--- config.mk ---
export PLATFORM = sky130hd
export DESIGN_NAME = key_tx_seq
export DESIGN_NICKNAME = d
export VERILOG_FILES = /design/src/rtl/key_tx_seq.sv
export SDC_FILE = /design/constraint.sdc
export NUM_CORES = 1
export LEC_CHECK = 0
export ABC_AREA = 1
export CAP_MARGIN = 20
export CORE_UTILIZATION = 45
export CTS_BUF_LIST = sky130_fd_sc_hd__clkbuf_2
export DETAILED_ROUTE_END_ITERATION = 6
export DONT_BUFFER_PORTS = 1
export PLACE_DENSITY = 0.68
export SYNTH_ARGS = -nofsm -noshare
export SYNTH_HDL_FRONTEND = slang
export SYNTH_SLANG_ARGS = --single-unit
--- constraint.sdc ---
create_clock -name clk_i -period 2 [get_ports clk_i]
set_input_delay 0.3 -clock clk_i [delete_from_list [all_inputs] [get_ports clk_i]]
set_output_delay 0.3 -clock clk_i [all_outputs]
set_load 0.05 [all_outputs]
--- src/rtl/key_tx_seq.sv ---
// Key byte sequencer: captures a 256-bit key on start and streams NUM_BYTES of it
// through a shared uart_tx, with inter-byte gaps, per-byte timeout and abort.
`timescale 1ns / 1ps

module key_tx_seq #(
  parameter int unsigned NUM_BYTES    = 32,
  parameter int unsigned GAP_CLKS     = 16,
  parameter int unsigned TIMEOUT_CLKS = 100000
) (
  input  logic         clk_i,
  input  logic         rst_ni,
  input  logic         start_i,
  input  logic         abort_i,
  input  logic [255:0] key_i,
  input  logic         tx_active_i,
  input  logic         tx_done_i,
  output logic         tx_dv_o,
  output logic [7:0]   tx_byte_o,
  output logic         busy_o,
  output logic         done_o,
  output logic         err_o,
  output logic [5:0]   sent_cnt_o
);

  localparam int unsigned TimerW = (TIMEOUT_CLKS > 0) ? $clog2(TIMEOUT_CLKS + 1) : 1;
  localparam int unsigned GapW   = (GAP_CLKS > 1) ? $clog2(GAP_CLKS + 1) : 1;

  localparam logic [TimerW-1:0] TimeoutVal = TimerW'(TIMEOUT_CLKS);
  localparam logic [GapW-1:0]   GapLast    = GapW'(GAP_CLKS - 1);
  localparam logic [4:0]        LastIdx    = 5'(NUM_BYTES - 1);

  typedef enum logic [2:0] {
    StIdle,
    StSend,
    StWait,
    StGap,
    StDone
  } state_e;

  state_e              state_q, state_d;
  logic [255:0]        shadow_q, shadow_d;
  logic [4:0]          idx_q, idx_d;
  logic [5:0]          sent_q, sent_d;
  logic [TimerW-1:0]   timer_q, timer_d;
  logic [GapW-1:0]     gap_q, gap_d;

  always_ff @(posedge clk_i or negedge rst_ni) begin
    if (!rst_ni) begin
      state_q  <= StIdle;
      shadow_q <= '0;
      idx_q    <= '0;
      sent_q   <= '0;
      timer_q  <= '0;
      gap_q    <= '0;
    end else begin
      state_q  <= state_d;
      shadow_q <= shadow_d;
      idx_q    <= idx_d;
      sent_q   <= sent_d;
      timer_q  <= timer_d;
      gap_q    <= gap_d;
    end
  end

  always_comb begin
    state_d  = state_q;
    shadow_d = shadow_q;
    idx_d    = idx_q;
    sent_d   = sent_q;
    timer_d  = timer_q;
    gap_d    = gap_q;
    tx_dv_o  = 1'b0;
    done_o   = 1'b0;
    err_o    = 1'b0;

    unique case (state_q)
      StIdle: begin
        if (start_i) begin
          shadow_d = key_i;
          idx_d    = '0;
          sent_d   = '0;
          state_d  = StSend;
        end
      end
      StSend: begin
        if (!tx_active_i) begin
          tx_dv_o = 1'b1;
          timer_d = '0;
          state_d = StWait;
        end
      end
      StWait: begin
        // A completion arriving on the timeout cycle still counts as delivered.
        if (tx_done_i) begin
          sent_d = sent_q + 6'd1;
          if (idx_q == LastIdx) begin
            state_d = StDone;
          end else begin
            idx_d   = idx_q + 5'd1;
            gap_d   = '0;
            state_d = (GAP_CLKS == 0) ? StSend : StGap;
          end
        end else if (timer_q == TimeoutVal) begin
          err_o    = 1'b1;
          shadow_d = '0;
          state_d  = StIdle;
        end else begin
          timer_d = timer_q + TimerW'(1);
        end
      end
      StGap: begin
        if (gap_q == GapLast) begin
          state_d = StSend;
        end else begin
          gap_d = gap_q + GapW'(1);
        end
      end
      StDone: begin
        done_o   = 1'b1;
        shadow_d = '0;
        state_d  = StIdle;
      end
      default: begin
        shadow_d = '0;
        state_d  = StIdle;
      end
    endcase

    // Abort overrides everything decided above, including a same-cycle completion.
    if (abort_i && (state_q != StIdle)) begin
      state_d  = StIdle;
      shadow_d = '0;
      idx_d    = idx_q;
      sent_d   = sent_q;
      tx_dv_o  = 1'b0;
      done_o   = 1'b0;
      err_o    = 1'b0;
    end
  end

  assign busy_o     = (state_q != StIdle);
  assign tx_byte_o  = (state_q == StIdle) ? 8'h00 : shadow_q[{idx_q, 3'b000} +: 8];
  assign sent_cnt_o = sent_q;

endmodule
=== Word level (Yosys, flattened, before mapping) ===
Index checks and enable logic that the tools add are counted.

* Add/subtract/negate cells: 4
* Multiply operators: 0
* Divide/modulo/power cells: 0
* $lt $le $gt $ge: 0
* Equality and inequality tests: 21
* Shifts and indexed selects: 1
* Multiplexer cells: 38
* Bitwise logic cells: 1
* Reductions and logical operators: 13

{| class="wikitable"
|+ Operators by type and width
! operator !! count
|-
| two-way mux 256 bit || 4
|-
| one-hot mux 256 bit (3 select lines) || 1
|-
| variable part select 256 x 9 -> 8 bit || 1
|-
| two-way mux 17 bit || 3
|-
| one-hot mux 17 bit (2 select lines) || 1
|-
| two-way mux 5 bit || 6
|-
| two-way mux 3 bit || 7
|-
| one-hot mux 5 bit (2 select lines) || 2
|-
| AND reduction 4 bit || 5
|-
| adder 17 x 1 -> 17 bit, second input constant || 1
|-
| == test 17 bit, second input constant || 1
|-
| inequality test 3 bit, second input constant || 5
|-
| inequality test 2 bit, second input constant || 7
|-
| two-way mux 6 bit || 2
|-
| one-hot mux 3 bit (4 select lines) || 1
|-
| one-hot mux 6 bit (2 select lines) || 1
|-
| adder 5 x 1 -> 5 bit, second input constant || 2
|-
| two-way mux 1 bit || 9
|-
| two-way mux 8 bit || 1
|-
| adder 6 x 1 -> 6 bit, second input constant || 1
|-
| == test 3 x 2 -> 1 bit, second input constant || 2
|-
| nonzero test 2 bit || 3
|-
| == test 5 x 4 -> 1 bit, second input constant || 1
|-
| == test 5 bit, second input constant || 1
|-
| 10 further kinds || 10
|}

* Register bits: 292
* Bits in latches: 0
* Memory bits (writable): 0
* ROM bits: 0
* Logic and storage cells: 84
* Memories: 0

=== Logic depth before layout (Yosys ltp) ===
* Depth in word-level cells: 5
* Mapped depth: 12
* Gate-level depth less buffers: 11

=== Least setup slack after synthesis ===
No wires, ideal clock.

* Path type: register to output
* From: register state_q[1]
* To: output port tx_byte_o[0]
* Data arrival time: 2,004 ps
* Path slack: -304 ps
* Stages on the path, launching flop included: 6
* Path buffers: 1
* Path through: dfrtp_1 -> inv_2 -> nand3_2 -> buf_1 -> nand2_1 -> nor2_1

* Cells in the longest elaborated chain, start to end: 2

{| class="wikitable"
|+ Ends and longest elaborated chain
! item !! line !! RTL
|-
| start: declaration || 40 || <nowiki>state_e state_q, state_d;</nowiki>
|-
| start signal: assignment || 49 || <nowiki>state_q <= StIdle;</nowiki>
|-
| start signal: assignment || 56 || <nowiki>state_q <= state_d;</nowiki>
|-
| logical NOT 3 bit || 142 || <nowiki>assign tx_byte_o = (state_q == StIdle) ? 8'h00 : shadow_q[{idx_q, 3'b000} +: 8];</nowiki>
|-
| two-way mux 8 bit || 142 ||
|-
| end: declaration || 18 || <nowiki>output logic [7:0] tx_byte_o,</nowiki>
|}

No other way between the ends.

=== Final worst setup path ===
* From: register idx_q[0]
* To: output port tx_byte_o[2]

* Cells in the longest elaborated chain, start to end: 2

{| class="wikitable"
|+ Ends and longest elaborated chain
! item !! line !! RTL
|-
| start: declaration || 42 || <nowiki>logic [4:0] idx_q, idx_d;</nowiki>
|-
| start signal: assignment || 58 || <nowiki>idx_q <= idx_d;</nowiki>
|-
| variable part select 256 x 9 -> 8 bit || 142 ||
|-
| two-way mux 8 bit || 142 ||
|}

No other way between the ends.

==> impl_metrics.json <==
{
  "r2r_start": "timer_q[0]",
  "grt_pass1_wl_mm": 114,
  "leakage_nw": 14.7,
  "irDropWorstVdd_uv": 875,
  "cts_root_buffer": "clkbuf_2",
  "grt_pass1_vias": 21000,
  "vias_per_cell": 5.94,
  "hp-class": "input port to async pin",
  "syn_inst": 2718,
  "max_stage_delay_ns": 0.56,
  "utilization": 0.694,
  "grt_remaining_overflow": 0,
  "drv_cap": 0,
  "drtAntennaViolNets": 0,
  "power_density_nw_per_um2": 1360,
  "violations": "design-rule violations, negative hold slack, negative setup slack",
  "reg2reg_slack_ns": -0.42,
  "cts_tree": "yes",
  "slew_headroom": 0.293,
  "r2r-end": "shadow_q[143]",
  "layout_commonest_cell": "nand2_1",
  "clkPwrFrac": 0.117,
  "die_h_um": 201,
  "totalWireLength_mm": 80.0,
  "fp.dieW_um": 201,
  "cts.sinks": 292,
  "p_sw_frac": 0.477,
  "crit_path_max_fanout": 7,
  "rsz0062_at_grt": "yes",
  "io_buffers": 0,
  "path_cells": "clkinv_8 -> buf_12 -> buf_16 -> nand2_2 -> nand2_2 -> nand2_1 -> nand3_2 -> nand2_2 -> nor2_1 -> nor2_1 -> buf_4 -> nor2_4 -> buf_12",
  "reg2regPathDepth": 13,
  "drtIter0Drc": 2966,
  "netlist_area_sq_um": 17800,
  "cp_slowest_cell": "dfrtp_4",
  "dp_hpwl_mm": 40.1,
  "fmaxAchievable_mhz": 313,
  "fin_hold_ws_ns": -0.918,
  "cp-end-kind": "output pin",
  "startpoint_type": "flip-flop",
  "drc": 2,
  "postSynthAreaPerCell_sq_um": 6.53,
  "internal_power_w": 0.0192,
  "critPathKind": "flip-flop to output pin",
  "final_nets": 3401,
  "pin_count": 280,
  "grt_use_total": 0.364,
  "seq_area_frac_synth": 0.411,
  "crit_family": "buffers and inverters",
  "p_switching_w": 0.0175,
  "clock_path_buffers": 3,
  "ys_ff_latch": 292,
  "num_vias": 22000,
  "crit_arrival_ns": 2.89,
  "wl_per_cell_um": 21.6,
  "tns_ns": -71.66,
  "critPathRequiredTime_ns": 1.70,
  "rows": 72,
  "initial_core_util": 0.457,
  "hold_buffers": 260,
  "clock_skew_ns": 0.0922,
  "synth_cell_types": 25,
  "final_max_slew_viol_count": 0,
  "htree_num_levels": 3,
  "dr.pass1.iters": 7,
  "routabilityCongestion": 0.917,
  "worstSkewPairLatency_ns": 0.97,
  "tightest_slew_ns": 1.06,
  "hold_violations": 292,
  "numCtsBuffers": 78,
  "core_sq_um": 38800,
  "fin_ws_ns": -1.19,
  "crit_top_cell": "nand2_2",
  "final_layout_size_suffix_gt1_frac": 0.263,
  "areaGrowthSynthToFinish_pct": 51.8,
  "antenna_found_initial": 3,
  "dieArea_sq_um": 40300,
  "cts.clk_slew.worst_paths_ns": 0.12,
  "fin_crit_ns": 3.19,
  "fin_crit_sh": 1.60,
  "nFillCells": 2738,
  "grt_max_degree": 293,
  "status": "finished with violations",
  "synth_nets": 2987,
  "mostFrequentLayoutCells": "596 x nand2_1, 361 x inv_1, 343 x nor2_1",
  "ys_warn_count": 0,
  "pwr-share-seq": 0.272,
  "cp.buffers_inverters": 5,
  "comb_power_share": 0.610,
  "setup_violations": 271
}
-- synth_stat cells --
cell | instances | area, sq um
nand2_1 | 942 | 3540
nor2_1 | 370 | 1390
inv_1 | 367 | 1380
dfrtp_1 | 292 | 7310
nand4_1 | 264 | 1650
nand3_1 | 167 | 836
buf_2 | 105 | 526
clkbuf_1 | 53 | 199
o21ai_0 | 42 | 210
buf_4 | 25 | 188
a21oi_1 | 17 | 85.1
buf_1 | 15 | 56.3
o21ai_1 | 14 | 70.1
inv_2 | 10 | 37.5
xor2_1 | 8 | 70.1
ha_1 | 7 | 87.6
nor3_1 | 5 | 25.0
nand3_2 | 4 | 40.0
nand2_2 | 3 | 18.8
clkinv_1 | 2 | 7.51
nor3b_1 | 2 | 15.0
nor4_1 | 1 | 6.26
o22ai_1 | 1 | 6.26
or2_1 | 1 | 6.26
or2_2 | 1 | 6.26
-- cell families (layout without fill, tap and decap cells) --
logic type / after synthesis / count (layout) / synth area share
AND/OR/NAND/NOR: 1760 / 1761 / 0.424
XOR/XNOR: 8 / 8 / 0.00395
AO/OA/AOI/OAI: 74 / 74 / 0.0209
buffers and inverters: 577 / 1034 / 0.135
other: 0 / 3 / 0
flip-flops: 292 / 292 / 0.411
adder cells (fa/ha/maj): 7 / 7 / 0.00493
-- worst register-to-register path, stage by stage (launching register included) --
cell and delay [ns]:
dfrtp_1 0.42, inv_2 0.09, ha_4 0.14, nand4_1 0.10, nor2_2 0.21, buf_4 0.16, nand3_4 0.08, nand2_8 0.12
buf_6 0.11, buf_12 0.10, buf_12 0.14, clkbuf_16 0.15, nand4_1 0.32, nand2_2 0.18
-- worst max-delay path by stage --
stage | start | end | cells after the start
floorplan | idx_q[0] | tx_byte_o[0] | 10
global placement | idx_q[0] | tx_byte_o[7] | 12
detailed placement | idx_q[0] | tx_byte_o[7] | 12
CTS | idx_q[0] | tx_byte_o[2] | 13
global route | idx_q[0] | tx_byte_o[2] | 13
finish | idx_q[0] | tx_byte_o[2] | 13
-- final cells by class --
cell class                      instances  area (sq um)  share of cell area
Multi-Input combinational cell       1850          9950               0.369
Inverter                              379          1450              0.0536
Clock buffer                          115           576              0.0214
Clock inverter                          9          61.3             0.00227
Sequential cell                       292          7310               0.271
Tap cell                              518           648              0.0240
Antenna cell                            3          7.51            0.000279
Timing Repair Buffer                  531          6950               0.258
-- flip-flops by register name, indices dropped and copies added, names as in the netlist --
signal	cells
gap_q	5
idx_q	5
sent_cnt_o	6
timer_q	17
state_q	3
shadow_q	256
-- power groups by stage --
stage	registers (W)	clock network [W]	logic [W]
2_1_floorplan	0.00882	0	0.00907
3_3_place_gp	0.00927	0	0.0127
3_5_place_dp	0.00930	0	0.0130
4_1_cts	0.00943	0.00423	0.0200
5_1_grt	0.0101	0.00460	0.0236
6_report	0.0100	0.00431	0.0224
-- through the flow --
stage / total power, W / worst slack (ns) / instances / area, sq um / hold slack [ns]
finish: 0.0367 / -1.19 / 3697 / 27000 / -0.918
floorplan: 0.0179 / -0.0515 / 2718 / 17800 / 0.00441
global placement: 0.0220 / -0.111 / 3171 / 19100 / 0.0223
global route: 0.0383 / -1.31 / 3696 / 27000 / -0.951
CTS: 0.0337 / -1.04 / 3674 / 25900 / -0.979
detailed placement: 0.0223 / -0.101 / 3171 / 19100 / 0.0253
-- metal layers --
| layer | global-route usage | share of wire |
|---|---|---|
| met4 | 0.240 | 0.076 |
| met3 | 0.0888 | 0.11 |
| met2 | 0.593 | 0.47 |
| met1 | 0.429 | 0.35 |
| met5 | 0 | 0 |
-- what timing repair did --
item	CTS	global route
hold endpoints to repair	584	292
setup endpoints to repair	268	289
gates resized for setup	380	355
gates cloned	64	12
pin swaps	117	155
setup buffers	58	49
Note: power is estimated with default switching activity, not from simulation.
